`src/rtl/ps2_pkg.sv`:
```
`default_nettype none
// ============================================================================
//  Module      : ps2_pkg
//  Description : Shared types and constants for the PS/2 device transmitter:
//                FSM state encoding, frame length, default timing values and
//                the frame builder.
//  Revision    : 1.0 - initial release
// ============================================================================
package ps2_pkg;

  typedef enum logic [2:0] {
    ST_IDLE     = 3'd0,
    ST_WAIT_BUS = 3'd1,
    ST_BIT_HIGH = 3'd2,
    ST_BIT_LOW  = 3'd3,
    ST_FINISH   = 3'd4
  } ps2_state_t;

  localparam int C_FRAME_LEN            = 11;
  localparam int C_CLK_HALF_DIV_DEFAULT = 2000;
  localparam int C_IDLE_WAIT_DEFAULT    = 2500;

  // Frame bit 0 goes out first: start(0), data LSB first, odd parity, stop(1).
  function automatic logic [C_FRAME_LEN-1:0] build_frame(input logic [7:0] data);
    return {1'b1, ~(^data), data, 1'b0};
  endfunction

endpackage
`default_nettype wire

```
`src/rtl/ps2_line_sync.sv`:
```
`default_nettype none
// ============================================================================
//  Module      : ps2_line_sync
//  Description : Two-flop synchronizer for one open-collector PS/2 line.
//                Resets to 1, the released (pulled-up) line level.
//  Revision    : 1.0 - initial release
// ============================================================================
module ps2_line_sync (
  input  logic Clk,
  input  logic Reset,
  input  logic line_in,
  output logic line_sync
);

  logic r_meta;
  logic r_sync;

  // Double-register the asynchronous line level.
  always_ff @(posedge Clk or negedge Reset) begin
    if (!Reset) begin
      r_meta <= 1'b1;
      r_sync <= 1'b1;
    end else begin
      r_meta <= line_in;
      r_sync <= r_meta;
    end
  end

  assign line_sync = r_sync;

endmodule
`default_nettype wire

```
`src/rtl/ps2_device_transmitter.sv`:
```
`default_nettype none
// ============================================================================
//  Module      : ps2_device_transmitter
//  Description : PS/2 device-to-host byte transmitter. Waits for an idle bus,
//                then clocks out an 11-bit frame, generating the PS/2 clock
//                itself. Aborts when the host inhibits the clock mid-frame.
//                Build option PS2_TX_RETRY_EN: resend the aborted byte
//                (unlimited retries) instead of dropping it.
//  Revision    : 1.0 - initial release
// ============================================================================
module ps2_device_transmitter
  import ps2_pkg::*;
#(
  parameter int CLK_HALF_DIV = C_CLK_HALF_DIV_DEFAULT,
  parameter int IDLE_WAIT    = C_IDLE_WAIT_DEFAULT
) (
  input  logic       Clk,
  input  logic       Reset,
  input  logic [7:0] TxData,
  input  logic       TxValid,
  output logic       TxReady,
  input  logic       PS2ClkIn,
  output logic       PS2ClkOe,
  input  logic       PS2DataIn,
  output logic       PS2DataOe,
  output logic       TxDone,
  output logic       TxAbort
);

  localparam int                  C_HALF_W    = $clog2(CLK_HALF_DIV + 1);
  localparam int                  C_IDLE_W    = $clog2(IDLE_WAIT + 1);
  localparam logic [C_HALF_W-1:0] C_HALF_LAST = C_HALF_W'(CLK_HALF_DIV - 1);
  localparam logic [C_IDLE_W-1:0] C_IDLE_LAST = C_IDLE_W'(IDLE_WAIT - 1);
  localparam logic [3:0]          C_FRAME_END = 4'(C_FRAME_LEN);

  ps2_state_t                 r_state;
  ps2_state_t                 w_state_nxt;
  logic [C_HALF_W-1:0]        r_half_cnt;
  logic [C_HALF_W-1:0]        w_half_cnt_nxt;
  logic [C_IDLE_W-1:0]        r_idle_cnt;
  logic [C_IDLE_W-1:0]        w_idle_cnt_nxt;
  logic [3:0]                 r_bit_idx;
  logic [3:0]                 w_bit_idx_nxt;
  logic [C_FRAME_LEN-1:0]     r_frame;
  logic [C_FRAME_LEN-1:0]     w_frame_nxt;
  logic                       r_live;
  logic                       r_clk_oe;
  logic                       r_data_oe;
  logic                       r_abort;
  logic                       w_clk_oe_nxt;
  logic                       w_data_oe_nxt;
  logic                       w_abort_nxt;
  logic                       w_cur_bit;
  logic                       w_clk_sync;
  logic                       w_data_sync;
  logic                       w_handshake;

  ps2_line_sync u_clk_sync (
    .Clk       (Clk),
    .Reset     (Reset),
    .line_in   (PS2ClkIn),
    .line_sync (w_clk_sync)
  );

  ps2_line_sync u_data_sync (
    .Clk       (Clk),
    .Reset     (Reset),
    .line_in   (PS2DataIn),
    .line_sync (w_data_sync)
  );

  // TxReady stays low during reset and rises on the first edge after it.
  assign TxReady     = r_live && (r_state == ST_IDLE);
  assign w_handshake = TxValid && TxReady;
  assign TxDone      = (r_state == ST_FINISH);
  assign TxAbort     = r_abort;
  assign PS2ClkOe    = r_clk_oe;
  assign PS2DataOe   = r_data_oe;

  // Next-state, counter and line-drive decode.
  always_comb begin
    w_state_nxt    = r_state;
    w_half_cnt_nxt = r_half_cnt;
    w_idle_cnt_nxt = r_idle_cnt;
    w_bit_idx_nxt  = r_bit_idx;
    w_frame_nxt    = r_frame;
    w_abort_nxt    = 1'b0;
    w_cur_bit      = 1'b1;
    w_clk_oe_nxt   = 1'b0;
    w_data_oe_nxt  = 1'b0;

    case (r_state)
      ST_IDLE: begin
        w_bit_idx_nxt  = '0;
        w_half_cnt_nxt = '0;
        if (w_handshake) begin
          w_frame_nxt    = build_frame(TxData);
          w_idle_cnt_nxt = '0;
          w_state_nxt    = ST_WAIT_BUS;
        end
      end

      ST_WAIT_BUS: begin
        w_bit_idx_nxt  = '0;
        w_half_cnt_nxt = '0;
        if (!w_clk_sync || !w_data_sync) begin
          w_idle_cnt_nxt = '0;
        end else if (r_idle_cnt == C_IDLE_LAST) begin
          w_idle_cnt_nxt = '0;
          w_state_nxt    = ST_BIT_HIGH;
        end else begin
          w_idle_cnt_nxt = r_idle_cnt + C_IDLE_W'(1);
        end
      end

      ST_BIT_HIGH: begin
        if (r_half_cnt == C_HALF_LAST) begin
          w_half_cnt_nxt = '0;
          // Clock low while released means the host is inhibiting.
          if (!w_clk_sync) begin
            w_abort_nxt    = 1'b1;
            w_bit_idx_nxt  = '0;
            w_idle_cnt_nxt = '0;
`ifdef PS2_TX_RETRY_EN
            w_state_nxt    = ST_WAIT_BUS;
`else
            w_state_nxt    = ST_IDLE;
`endif
          end else begin
            w_state_nxt = ST_BIT_LOW;
          end
        end else begin
          w_half_cnt_nxt = r_half_cnt + C_HALF_W'(1);
        end
      end

      ST_BIT_LOW: begin
        if (r_half_cnt == C_HALF_LAST) begin
          w_half_cnt_nxt = '0;
          w_bit_idx_nxt  = r_bit_idx + 4'd1;
          if (w_bit_idx_nxt == C_FRAME_END) begin
            w_state_nxt = ST_FINISH;
          end else begin
            w_state_nxt = ST_BIT_HIGH;
          end
        end else begin
          w_half_cnt_nxt = r_half_cnt + C_HALF_W'(1);
        end
      end

      ST_FINISH: begin
        w_state_nxt = ST_IDLE;
      end

      default: begin
        w_state_nxt = ST_IDLE;
      end
    endcase

    // Line drives are registered from the next state so they never glitch.
    if (w_bit_idx_nxt < C_FRAME_END) begin
      w_cur_bit = w_frame_nxt[w_bit_idx_nxt];
    end
    w_clk_oe_nxt  = (w_state_nxt == ST_BIT_LOW);
    w_data_oe_nxt = ((w_state_nxt == ST_BIT_HIGH) || (w_state_nxt == ST_BIT_LOW)) && !w_cur_bit;
  end

  // State, counters and registered outputs; reset releases both lines at once.
  always_ff @(posedge Clk or negedge Reset) begin
    if (!Reset) begin
      r_state    <= ST_IDLE;
      r_half_cnt <= '0;
      r_idle_cnt <= '0;
      r_bit_idx  <= '0;
      r_frame    <= '0;
      r_live     <= 1'b0;
      r_clk_oe   <= 1'b0;
      r_data_oe  <= 1'b0;
      r_abort    <= 1'b0;
    end else begin
      r_state    <= w_state_nxt;
      r_half_cnt <= w_half_cnt_nxt;
      r_idle_cnt <= w_idle_cnt_nxt;
      r_bit_idx  <= w_bit_idx_nxt;
      r_frame    <= w_frame_nxt;
      r_live     <= 1'b1;
      r_clk_oe   <= w_clk_oe_nxt;
      r_data_oe  <= w_data_oe_nxt;
      r_abort    <= w_abort_nxt;
    end
  end

endmodule
`default_nettype wire

```
`config.mk`:
```
export PLATFORM = sky130hd
export DESIGN_NAME = ps2_device_transmitter
export DESIGN_NICKNAME = d
export VERILOG_FILES = /design/src/rtl/ps2_pkg.sv /design/src/rtl/ps2_line_sync.sv /design/src/rtl/ps2_device_transmitter.sv
export SDC_FILE = /design/constraint.sdc
export NUM_CORES = 1
export LEC_CHECK = 0
export ABC_AREA = 1
export BUFFER_PORTS_ARGS = -buffer_cell sky130_fd_sc_hd__buf_2
export CORE_ASPECT_RATIO = 1.75
export CORE_MARGIN = 3
export CORE_UTILIZATION = 52
export CTS_BUF_LIST = sky130_fd_sc_hd__clkbuf_2 sky130_fd_sc_hd__clkbuf_4 sky130_fd_sc_hd__clkbuf_8
export DETAILED_ROUTE_END_ITERATION = 10
export PLACE_DENSITY = 0.81
export SLEW_MARGIN = 20
export SYNTH_ARGS = -nofsm -noshare
export SYNTH_HDL_FRONTEND = slang
export SYNTH_SLANG_ARGS = --single-unit
```
`constraint.sdc`:
```
create_clock -name Clk -period 2 [get_ports Clk]
set_input_delay 0.5 -clock Clk [delete_from_list [all_inputs] [get_ports Clk]]
set_output_delay 0.5 -clock Clk [all_outputs]
set_load 0.01 [all_outputs]
```
Word level (Yosys, flattened, before mapping)
Cells that the tools add are included.

storage, ports and cells
  memories kept = 0
  register bits after elaboration = 49
  word-level logic and storage cells = 74
  latch bits = 0
  bits in writable memories = 0
  memory bits (read-only) = 0

operators by class
  multipliers = 0
  equality and inequality tests = 12
  shifts and indexed selects = 0
  mux-type cells = 28
  bitwise gates (word level) = 1
  divide/modulo/power cells = 0
  order comparisons = 2
  add/subtract/negate cells = 3
  reductions and logical operators = 15

operators with widths
  cell                                                                  count
  12-bit 2-to-1 mux                                                     5
  12-bit case mux with 3 select lines                                   1
  11-bit 2-to-1 mux                                                     3
  11-bit case mux with 2 select lines                                   1
  3-bit 2-to-1 mux                                                      6
  12-bit by 1-bit adder with 12-bit output, second input constant       1
  12-bit == test, second input constant                                 1
  3-bit by 2-bit == test with 1-bit output, second input constant       4
  4-bit 2-to-1 mux                                                      3
  3-bit case mux with 4 select lines                                    1
  4-bit case mux with 3 select lines                                    1
  11-bit by 1-bit adder with 11-bit output, second input constant       1
  11-bit == test, second input constant                                 1
  8-bit parity                                                          1
  2-bit != test, second input constant                                  3
  4-bit by 5-bit < comparator with 1-bit output, second input constant  1
  1-bit 2-to-1 mux                                                      5
  4-bit by 1-bit adder with 4-bit output, second input constant         1
  1-bit binary-select mux with 4-bit select                             1
  4-bit == test, second input constant                                  1
  4-bit < comparator, second input constant                             1
  4-bit AND reduction                                                   1
  2-bit OR reduction                                                    2
  3-bit by 1-bit == test with 1-bit output, second input constant       1
  9 further kinds                                                       14

Longest topological paths before layout
Gate-level depths: netlist (run 1).

  depth after elaboration = 10
  gate-level depth with buffers = 15
  gate-level depth less buffers = 15

Cells and area by module
From an unflattened synthesis (run 1), not the netlist that was laid out.

unflattened totals
  cells, all modules = 353
  area, all modules = 2688.8 um^2

by module, submodules not included
  module                  times used  cells each  seq. area each (um^2)  area an instance (um^2)
  ps2_device_transmitter  1           349         1126.1                 2583.7
  ps2_line_sync           2           2           52.6                   52.6

Worst setup path before layout (run 1)
Ideal clock, no wire load.

  path type = flip-flop to flip-flop
  start = reg r_half_cnt[0]
  end = reg r_data_oe (netlist: PS2DataOe)
  setup time = 115 ps
  arrival time = 1649 ps
  data required time = 1885 ps
  clock period less this slack = 1764 ps
  buffers on the path = 0
  setup slack = 236 ps
  cell stages (with the launch flop) = 15
  cell sequence = dfrtp_1 -> ha_1 -> nand3_2 -> nor2_2 -> nand3_1 -> nand2_2 -> nand2_1 -> nand2_1 -> nand2_2 -> inv_2 -> o21ai_1 -> nor2_1 -> nor2_1 -> nor2_1 -> nor2_1

on the way
  word-level cells in the longest chain between the ends = 8

ends and longest elaborated chain
  item                                       RTL line                                                      source
  start: declaration                         ps2_device_transmitter.sv:38                                  logic [C_HALF_W-1:0] r_half_cnt;
  start signal: assignment                   ps2_device_transmitter.sv:182                                 r_half_cnt <= w_half_cnt_nxt;
  11-bit == test *                           ps2_device_transmitter.sv:117, ps2_device_transmitter.sv:138
  4-bit 2-to-1 mux (on tied branches)        ps2_device_transmitter.sv:138, ps2_device_transmitter.sv:117
  4-bit case mux with 3 select lines *       ps2_device_transmitter.sv:92                                  case (r_state)
  via w_bit_idx_nxt[1]                       ps2_device_transmitter.sv:43                                  logic [3:0] w_bit_idx_nxt;
  1-bit binary-select mux with 4-bit select  ps2_device_transmitter.sv:162                                 w_cur_bit = w_frame_nxt[w_bit_idx_nxt];
  1-bit 2-to-1 mux (not written as such)     ps2_device_transmitter.sv:162
  1-bit 2-to-1 mux *                         ps2_device_transmitter.sv:161                                 if (w_bit_idx_nxt < C_FRAME_END) begin
  1-bit zero test *                          ps2_device_transmitter.sv:165                                 w_data_oe_nxt = ((w_state_nxt == ST_BIT_HIGH) || (w_state_nxt == ST_BIT_LOW)) && !w_cur_bit;
  1-bit logical AND *                        ps2_device_transmitter.sv:165
  via w_data_oe_nxt                          ps2_device_transmitter.sv:51                                  logic w_data_oe_nxt;
  end signal: assignment                     ps2_device_transmitter.sv:188                                 r_data_oe <= w_data_oe_nxt;
  end: declaration                           ps2_device_transmitter.sv:48                                  logic r_data_oe;

Mark *: on every way through the listed nets, which the timed path passes. The rest lies on a longest branch. The select of a mux whose other input is x is not followed.
A chain may end at the register's enable or synchronous reset.

Final worst setup path (run 1)
  start = reg r_half_cnt[1]
  end = reg r_data_oe (netlist: PS2DataOe)

on the way
  word-level cells in the longest chain between the ends = 8

ends and longest elaborated chain
  item                                       RTL line
  11-bit == test *                           ps2_device_transmitter.sv:117, ps2_device_transmitter.sv:138
  4-bit 2-to-1 mux (on tied branches)        ps2_device_transmitter.sv:138, ps2_device_transmitter.sv:117
  4-bit case mux with 3 select lines         ps2_device_transmitter.sv:92
  1-bit binary-select mux with 4-bit select  ps2_device_transmitter.sv:162
  1-bit 2-to-1 mux (not written as such)     ps2_device_transmitter.sv:162
  1-bit 2-to-1 mux                           ps2_device_transmitter.sv:161
  1-bit zero test                            ps2_device_transmitter.sv:165
  1-bit logical AND *                        ps2_device_transmitter.sv:165
  via w_data_oe_nxt                          ps2_device_transmitter.sv:51

Marked as above.

==> results of run 1 <==
-- routing by layer --
metal  vias to the layer above  GRT usage, %  share of wire [%]
met5                         -             0                  0
met4                         0          9.85                3.9
met3                        25          3.57                3.4
met2                        62          40.8                 55
met1                      1163          22.9                 38
li1                       1179             -                  -
-- timing repair --
| action | 4_1_cts | 5_1_grt |
|---|---|---|
| setup endpoints to repair | 0 | 3 |
| resized for setup | 0 | 15 |
| buffers inserted | 0 | 5 |
-- final cells by class --
cell class                      instances  area, um^2
Fill cell                             421        1820
Timing Repair Buffer                   33         230
Multi-Input combinational cell        236        1310
Clock inverter                          2        35.0
Tap cell                               54        67.6
Inverter                               54         203
Sequential cell                        49        1230
Clock buffer                            6        76.3
-- stage by stage --
stage               setup slack, ns  TNS, ns  utilization [%]
detailed placement           0.0221        0             59.0
floorplan                     0.236        0                -
CTS                          0.0158        0             61.2
global placement             0.0774        0             59.0
finish                        0.121        0             63.4
global route                -0.0867  -0.0867             63.4
-- cells in the final DEF (no fill, tap or decap), types with 2 or more instances in the layout --
| master | synthesis | final |
|---|---|---|
| inv_1 | 51 | 51 |
| or2_1 | 2 | 2 |
| buf_12 | 0 | 2 |
| o22ai_1 | 4 | 4 |
| nand3_1 | 25 | 23 |
| nor4_1 | 3 | 3 |
| a2bb2oi_1 | 3 | 3 |
| nor3_1 | 9 | 9 |
| nand2_2 | 3 | 5 |
| or2_2 | 2 | 2 |
| xor2_1 | 7 | 7 |
| dfrtp_1 | 45 | 45 |
| ha_1 | 4 | 3 |
| nand2_4 | 1 | 2 |
| nand3_2 | 2 | 4 |
| nand4_1 | 7 | 7 |
| o21ai_1 | 8 | 7 |
| o32ai_1 | 4 | 4 |
| nor2_1 | 27 | 25 |
| a21oi_1 | 15 | 14 |
| o21ai_0 | 7 | 7 |
| o31ai_1 | 2 | 2 |
| nor2_4 | 2 | 6 |
| dfstp_2 | 4 | 4 |
| xnor2_1 | 5 | 5 |
| inv_2 | 3 | 3 |
| clkbuf_8 | 0 | 5 |
| nand2_1 | 81 | 78 |
| buf_2 | 0 | 17 |
| buf_4 | 1 | 14 |
-- logic make-up after synthesis --
logic type	Yosys count	synth area share, %
AND/OR/NAND/NOR	172	29.7
buffers and inverters	56	7.92
flip-flops	49	45.6
AO/OA/AOI/OAI	47	10.9
XOR/XNOR	12	3.89
adder cells (fa/ha/maj)	4	1.85
other	1	0.139
-- flip-flops by register name (all words and copies together), names as in the netlist --
| name | count |
|---|---|
| r_live | 1 |
| u_data_sync.r_meta | 1 |
| PS2DataOe | 1 |
| u_clk_sync.r_meta | 1 |
| r_idle_cnt | 12 |
| PS2ClkOe | 1 |
| u_data_sync.line_sync | 1 |
| TxAbort | 1 |
| r_state | 3 |
| r_frame | 11 |
| r_half_cnt | 11 |
| u_clk_sync.line_sync | 1 |
| r_bit_idx | 4 |
-- power groups by stage --
stage	clock, mW	combinational [mW]	sequential [mW]
floorplan	0	0.0573	1.03
global placement	0	0.107	1.03
detailed placement	0	0.111	1.03
CTS	0.724	0.112	1.02
global route	0.762	0.127	1.02
finish	0.710	0.110	1.02
-- worst paths after layout --
path | slack [ns] | end | depth (start not counted)
max | 0.12 | PS2DataOe | 12
min | 0.16 | r_frame[6] | 2
max reg2reg | 0.12 | PS2DataOe | 12
min reg2reg | 0.35 | u_data_sync.line_sync | 0
max in group asynchronous | 1.55 | u_clk_sync.line_sync | 2
min in group Clk | 0.28 | u_clk_sync.r_meta | 1
==> metrics.md, run 1 <==
| Metric | Value |
|---|---|
| Status | completed |
| PwrDens | 582 nW/um^2 |
| Vias in the first global route | approximately 2400 |
| Hold crit path type | input port to async pin |
| MaxCap Viol Count | 0 |
| Core ar. | around 5000 um^2 |
| Seq/Total Area, Yosys | a little under half |
| Largest area contributor in the netlist | dfrtp_1 |
| Origin of the worst setup path | r_half_cnt[1] |
| Tmin final | roughly 1.9 ns |
| Switching power | 399 uW |
| Crit end category | flop |
| Area fraction of the dominant cell type after synthesis | between 40% and 50% |
| RSZ-0062 raised after global routing | yes |
| Critical Path Most Common Cell | nand2_1 |
| Reg power frac | 55.3% |
| PortBufs | 17 |
| Final setup viols | 0 |
| WHS | approximately 0.16 ns |
| Worst path required time | ~2.2 ns |
| Part of the power in the clock network | between 30% and 40% |
| Placed Area | a little under 3000 um^2 |
| Rows | 34 |
| Hold Violations, Final | 0 |
| Hold Buf Count CTS | 0 |
| Mapped Nets | between 300 and 400 |
| 1st-pass router iterations | 5 |
| GRT overflow | 0 |
| Chip width | around 60 um |
| Number of distinct library cells after synthesis | 39 |
| Post-Synthesis Cells | 341 |
| Total GRT Usage | roughly 22% |
| Ports | 18 |
| Placed insts | 421 |
| Mapped Avg Cell Area | around 8 um^2 |
| Count leader, synth | nand2_1 |
| Synthesis Warnings | 0 |
| CTS Sinks | 49 |
| Root Buffer | clkbuf_8 |
| Overall Power | between 1.5 and 2 mW |
| CTS buffer count | 5 |
| CTS tree | yes |
| Worst r2r src | r_half_cnt[1] |
| Antenna viol nets, final | 0 |
| Peak supply drop | about 0.00045 V |
| Combinational power share | under 10% |
| Ys flop type | dfrtp_1 |
| Post-synth top cells | 81 x nand2_1, 51 x inv_1, 45 x dfrtp_1, 27 x nor2_1, 25 x nand3_1 |
| Mapped Area | 2700 um^2 |
| H-tree Lvls | 2 |
| Critical path's top delay family | simple AND/OR/NAND/NOR gates |
| Clock insertion delay at the later pin of the skew report | a little over 0.3 ns |
| CP max stage delay | roughly 0.38 ns |
| Number of diodes | 0 |
| Sw Ratio | a little over a fifth |
| Startpoint types | flop |
| Post-route cell area | ~3200 um^2 |
| Pleak | approximately 1.5 nW |
| Area contributors post-synth | dfrtp_1 42%, nand2_1 11%, inv_1 7.1% |
| Largest net degree at the start of global routing | 50 |
| First-pass GRT wire length | around 10000 um |
| Count of state elements after synthesis | roughly 50 |
| DR WL/cell | 14.3 um |
| Layout area overhead | 16.9% |
| WS Path Type | flop to flop |
| Final Max Tran Viols | 0 |
| Effective utilization at floorplan | 54.2% |
| Final Non-Filler Cells | 434 |
| Achievable frequency | 0.532 GHz |
| Final WL | slightly above 6000 um |
| Crit path max fanout | 4 |
| DPL Wire Length | between 4000 and 5000 um |
| Async S/R FF share, synth | between 90% and 100% |
| Reg clk slew, reported paths | around 0.090 ns |
| Final #Nets | just under 400 |
| Tcrit/Tclk final | 94.0% |
| Vias per cell | 5.60 |
| CP arrival | between 2 and 2.5 ns |
| Die area | about 6000 um^2 |
| Initial antenna violation count | 0 |
| Total number of vias | ~2400 |
| CP bufs+invs | 0 |
| CP max stage cell | dfrtp_1 |
| Share of post-route cells with drive strength above 1 | about a fifth |
| Internal | roughly 1.4 mW |
| DRC violations left | 0 |
| Die height | roughly 100 um |
| Final GP Congestion | 0.969 |
| Clk buf depth | 2 |
| EDFF count, synth | 0 |
| Drt initial violations | approximately 120 |
| Skew final | around 0.0098 ns |
| Worst-path cell chain | ha_2 -> nand3_2 -> nor2_4 -> nand2_1 -> o21ai_2 -> nand2_1 -> nand2_1 -> nand3_1 -> nand3_1 -> nand2_1 -> nor2_1 -> nor2_1 |
Power figures use the tool's default switching activity.
==> run 2: changes to the inputs <==
Settings changed: CORE_UTILIZATION 52 to 50, PLACE_DENSITY 0.81 to 0.79, SKIP_LAST_GASP set to 1.
==> run 2 against run 1 <==
Against the previous run: core utilization down 2.0 points; first-iteration DRC count shrank 11%; count of clock-buffer cells in the layout rose by 1; die area rose by 3.7%; cell count increased by 0.23%; worst setup slack got worse by 0.024 ns; maximum frequency shrank 1.3%; total power fell by 4.6%; highest routed layer unchanged.
==> metrics.md, run 2 (synthesis gave the netlist of run 1 again) <==
| Metric | Value |
|---|---|
| Number of diodes | 0 (unchanged) |
| Vias per cell | 5.48 (-2.0%) |
| Initial antenna violation count | 0 (unchanged) |
| Commonest non-fill, non-tap cell in the layout | nand2_1 |
| Rows | 34 (unchanged) |
| Critical Path Most Common Cell | buf_4 |
| First-pass GRT wire length | 9880 um (-2.5%) |
| Tmin final | 1.90 ns (+0.0240 ns) |
| Share of post-route cells with drive strength above 1 | 19.2% (-0.31 points) |
| DRC violations left | 0 (unchanged) |
| Most flop-heavy register | r_idle_cnt |
| Layout area overhead | 16.1% |
| Clock insertion delay at the later pin of the skew report | 0.30 ns (about the same) |
| Crit end category | flop |
| Met3 wire length | 225 um (+6.6%) |
| Tcrit/Tclk final | 95.2% (+1.2 points) |
| CTS buffer count | 5 (unchanged) |
| Total GRT Usage | 20.6% (-1.3 points) |
| Worst setup margin | 0.0968 ns (-0.0240 ns) |
| PwrDens | 558 nW/um^2 (-4.0%) |
| Final setup viols | 0 (unchanged) |
| CTS tree | yes |
| Drt initial violations | 102 (-11%) |
| Effective utilization at floorplan | 52.9% (-1.4 points) |
| Vias in the first global route | 2289 (-3.1%) |
| Worst path required time | 2.19 ns (-0.02 ns) |
| Startpoint types | flop |
| Final WL | 5970 um (-3.4%) |
| PortBufs | 17 (unchanged) |
| Die height | 103 um (+1.9%) |
| Total number of vias | 2385 (-1.8%) |
| Worst-path cell chain | ha_4 -> nand3_4 -> nor2_4 -> nand3_2 -> nand2_2 -> buf_4 -> o31ai_4 -> buf_4 -> nor2_1 -> nand2_1 -> o21ai_1 -> a21oi_1 |
| Status | completed |
| Reg clk slew, reported paths | 0.08 ns (about the same) |
| Die area | 6350 um^2 (+3.7%) |
| GRT overflow | 0 (unchanged) |
| Final Non-Filler Cells | 435 (+0.23%) |
| Final #Nets | 397 (+0.25%) |
| CP arrival | 2.09 ns (about the same) |
| Met2 routed WL | 3250 um (-4.8%) |
| Clk buf depth | 2 (unchanged) |
| M1 WL | 2290 um (-1.5%) |
| Critical path's top delay family | simple AND/OR/NAND/NOR gates |
| Ports | 18 (unchanged) |
| Largest regs | r_idle_cnt (12), r_frame (11), r_half_cnt (11) |
| Hold Violations, Final | 0 (unchanged) |
| CTS Sinks | 49 (unchanged) |
| Core ar. | 5100 um^2 (+2.6%) |
| Number of flip-flops under the largest register name | 12 (unchanged) |
| CP max stage delay | 0.41 ns (+0.03 ns) |
| DPL Wire Length | 4530 um (+0.51%) |
| Largest net degree at the start of global routing | 50 (unchanged) |
| WHS | 0.159 ns (-0.0000860 ns) |
| Pre-CTS WS | 0.0574 ns (+0.0353 ns) |
| Hold Buf Count CTS | 0 (unchanged) |
| RSZ-0062 raised after global routing | yes |
| Chip width | 61.6 um (+1.8%) |
| CP max stage cell | dfrtp_1 |
| Most frequent cells in the layout | 79 x nand2_1, 51 x inv_1, 44 x dfrtp_1, 25 x nor2_1, 23 x nand3_1 |
| H-tree Lvls | 2 (unchanged) |
| Final Max Tran Viols | 0 (unchanged) |
| Overall Power | 1.75 mW (-4.6%) |
| Peak supply drop | 0.000391 V (-12%) |
| CP bufs+invs | 2 (+2) |
| Hold crit path type | input port to async pin |
| Achievable frequency | 0.525 GHz (-1.3%) |
| Top Metal Used | met4 |
| Pleak | 1.47 nW (-0.42%) |
| Crit path max fanout | 4 (unchanged) |
| Skew final | 0.00171 ns (-0.00805 ns) |
| WS Path Type | flop to flop |
| Final GP Congestion | 0.936 (-3.4%) |
| Antenna viol nets, final | 0 (unchanged) |
| MaxCap Viol Count | 0 (unchanged) |
| 1st-pass router iterations | 4 (-1) |
| Root Buffer | clkbuf_8 |
| Placed insts | 420 (-0.24%) |
| DR WL/cell | 13.7 um (-3.7%) |
==> run 2: final timing paths <==
kind / from / end / slack, ns / cells past startpoint
worst min-delay path: Reset / r_bit_idx[1] / 0.16 / 2
worst max-delay path: r_half_cnt[1] / r_idle_cnt[11] / 0.1 / 12
worst max register to register: r_half_cnt[1] / r_idle_cnt[11] / 0.1 / 12
min in group Clk: PS2DataIn / u_data_sync.r_meta / 0.29 / 1
max in group asynchronous: Reset / u_data_sync.line_sync / 1.55 / 2
worst min register to register: u_data_sync.r_meta / u_data_sync.line_sync / 0.36 / 0
==> run 2: metrics by stage <==
stage | utilization (%) | cell area, um^2 | setup TNS (ns)
after floorplan | - | 2700 | 0
after global placement | 57.4 | 2930 | 0
after detailed placement | 57.4 | 2930 | 0
after CTS | 59.4 | 3030 | 0
after global routing | 61.4 | 3130 | -0.128
final | 61.4 | 3130 | 0
==> run 2: final cells by class <==
class | instances | area (um^2)
clock buffers | 7 | 96.3
clock inverters | 1 | 5.00
fillers | 439 | 1970
inverters | 54 | 203
multi-input cells | 236 | 1310
flip-flops and latches | 49 | 1230
well taps | 54 | 67.6
repair buffers | 34 | 225
==> run 2: routing by layer <==
layer | global-route usage (%) | up-vias
li1 | - | 1187
met1 | 21.8 | 1116
met2 | 37.7 | 57
met3 | 3.73 | 25
met4 | 9.64 | 0
met5 | 0 | -
==> run 2: repair_timing <==
item	in CTS	in global routing
buffers inserted	0	7
setup endpoints to repair	0	4
gates resized for setup	0	12
==> run 2: power by group <==
| part | total [mW] | switching (mW) | internal [mW] |
|---|---|---|---|
| registers | 1.02 | 0.00653 | 1.01 |
| clock network | 0.625 | 0.312 | 0.313 |
| logic | 0.110 | 0.0675 | 0.0426 |
| total | 1.75 | 0.386 | 1.36 |
==> run 3: changes to the inputs <==
Clock period 2 ns to 1.89 ns, I/O delays scaled along.
==> run 3 against run 2 <==
Against the previous run: the run now ends with negative setup slack left; cell count grew 3.4%; via count is 6.9% higher; flip-flop and latch count unchanged; sequential share of layout area is 2.6 points lower; register-to-register slack lost 0.11 ns; global-route usage up 2.1 points; die area unchanged; core utilization rose by 4.3 points; design area increased by 7.0%; clock power grew 41%.
==> metrics.md, run 3 (synthesis gave the netlist of run 1 again) <==
| Metric | Value |
|---|---|
| Status | finished with violations |
| Failing checks | negative setup slack |
| Most flop-heavy register | r_idle_cnt |
| Hold Buf Count CTS | 0 (unchanged) |
| Final GP Congestion | 0.915 (-2.2%) |
| Final #Nets | 412 (+3.8%) |
| Clock insertion delay at the later pin of the skew report | 0.31 ns (about the same) |
| Final WL | 6900 um (+16%) |
| Peak supply drop | 0.000440 V (+13%) |
| Ports | 18 (unchanged) |
| Crit end category | flop |
| Reg clk slew, reported paths | 0.09 ns (about the same) |
| Vias per cell | 5.67 (+3.4%) |
| Worst path required time | 2.09 ns (-0.10 ns) |
| Finished Core Util | 65.7% (+4.3 points) |
| Overall Power | 2.08 mW (+19%) |
| Number of diodes | 0 (unchanged) |
| Post-route cell area | 3350 um^2 (+7.0%) |
| Startpoint types | flop |
| First-pass GRT wire length | 10900 um (+9.9%) |
| Hold Violations, Final | 0 (unchanged) |
| CTS buffer count | 5 (unchanged) |
| Largest regs | r_idle_cnt (12), r_frame (11), r_half_cnt (11) |
| Vias in the first global route | 2552 (+11%) |
| Fillers | 413 (-5.9%) |
| Skew final | 0.00641 ns (+0.00470 ns) |
| Pre-CTS WS | -0.0985 ns (-0.156 ns) |
| CTS tree | yes |
| Clk buf depth | 2 (unchanged) |
| Commonest non-fill, non-tap cell in the layout | nand2_1 |
| CP arrival | 2.10 ns (about the same) |
| Tcrit/Tclk final | 100% (+5.3 points) |
| Initial antenna violation count | 0 (unchanged) |
| Pleak | 1.57 nW (+6.8%) |
| Drt initial violations | 135 (+32%) |
| Placed Area | 2970 um^2 (+1.3%) |
| RSZ-0062 raised after global routing | yes |
| Layout area overhead | 24.2% |
| Final setup viols | 1 (+1) |
| Core ar. | 5100 um^2 (unchanged) |
| WS Path Type | flop to flop |
| Root Buffer | clkbuf_8 |
| MaxCap Viol Count | 0 (unchanged) |
| DPL Wire Length | 4770 um (+5.2%) |
| Total GRT Usage | 22.8% (+2.1 points) |
| Setup_tns | -0.00833 ns (-0.00833 ns) |
| Number of flip-flops under the largest register name | 12 (unchanged) |
| Chip width | 61.6 um (unchanged) |
| PortBufs | 17 (unchanged) |
| Total number of vias | 2550 (+6.9%) |
| H-tree Lvls | 2 (unchanged) |
| Share of post-route cells with drive strength above 1 | 26.0% (+6.8 points) |
| Achievable frequency | 0.527 GHz (+0.26%) |
| CTS Sinks | 49 (unchanged) |
| Worst setup margin | -0.00833 ns (-0.105 ns) |
| Crit path max fanout | 4 (unchanged) |
| Effective utilization at floorplan | 52.9% (unchanged) |
| Most frequent cells in the layout | 73 x nand2_1, 50 x inv_1, 44 x dfrtp_1, 31 x buf_4 |
| GRT overflow | 0 (unchanged) |
| DR WL/cell | 15.3 um (+12%) |
| Final Max Tran Viols | 0 (unchanged) |
| DRC violations left | 0 (unchanged) |
| Rows | 34 (unchanged) |
| Antenna viol nets, final | 0 (unchanged) |
| Tmin final | 1.90 ns (-0.00486 ns) |
| Die area | 6350 um^2 (unchanged) |
| Largest net degree at the start of global routing | 32 (-36%) |
| Hold crit path type | input port to async pin |
| 1st-pass router iterations | 4 (unchanged) |
| PwrDens | 620 nW/um^2 (+11%) |
| Die height | 103 um (unchanged) |
## run 3: cell types whose count changed in the layout (fill, tap and decap cells not counted), moves of 2 or more
cell       previous run  this run
nor2_4                4         6
buf_4                16        31
clkbuf_8              7         5
nor2_1               25        22
bufinv_16             0         2
o21ai_1               8         6
nand2_1              79        73
nand2_4               1         3
nand2_2               5         9
o21ai_2               0         2
## run 3: cell type report
class                           count  area (um^2)  area share [%]
Clock buffer                        5         68.8            2.05
Clock inverter                      3         65.1            1.94
Inverter                           54          203            6.04
Multi-Input combinational cell    236         1380            41.1
Sequential cell                    49         1230            36.8
Tap cell                           54         67.6            2.01
Timing Repair Buffer               49          338            10.1
## run 3: path summary, 6_finish.rpt
path | startpoint | end | slack, ns | depth (start not counted)
hold / removal | Reset | r_bit_idx[3] | 0.1 | 1
hold reg to reg | u_data_sync.r_meta | u_data_sync.line_sync | 0.36 | 0
max in group asynchronous | Reset | r_frame[5] | 1.28 | 2
min in group Clk | PS2ClkIn | u_clk_sync.r_meta | 0.26 | 1
setup / recovery | r_half_cnt[0] | PS2DataOe | -0.008 | 11
setup reg to reg | r_half_cnt[0] | PS2DataOe | -0.008 | 11
## run 3: metrics by stage
step | hold WS (ns) | instances
after floorplan | 0.177 | 341
after global routing | 0.144 | 450
after global placement | 0.346 | 425
after detailed placement | 0.348 | 425
after CTS | 0.108 | 436
final | 0.0962 | 450
## run 3: timing repair
| item | CTS | global route |
|---|---|---|
| setup buffers | 3 | 14 |
| pin swaps | 2 | 11 |
| endpoints found under the setup margin | 1 | 12 |
| gates resized for setup | 6 | 26 |
## run 3: critical path, cell delays in order (launching register included)
cell     delay [ns]
dfrtp_1        0.40
ha_4           0.18
nand3_4        0.09
buf_4          0.16
nor4_1         0.26
nand4_1        0.18
nand2_2        0.17
inv_1          0.05
nand3_1        0.11
nand2_1        0.06
nor2_1         0.08
nor2_1         0.05
## run 3: report_power, final
group	switching, mW	leakage (nW)	internal, mW
clock	0.356	0.0681	0.526
sequential	0.00766	0.633	1.07
combinational	0.0753	0.873	0.0467
## run 3: routing by layer
layer / routed length [um] / track usage, %
met1: 2480 / 23.2
met2: 3810 / 40.8
met3: 286 / 4.35
met4: 323 / 13.6
met5: 0 / 0
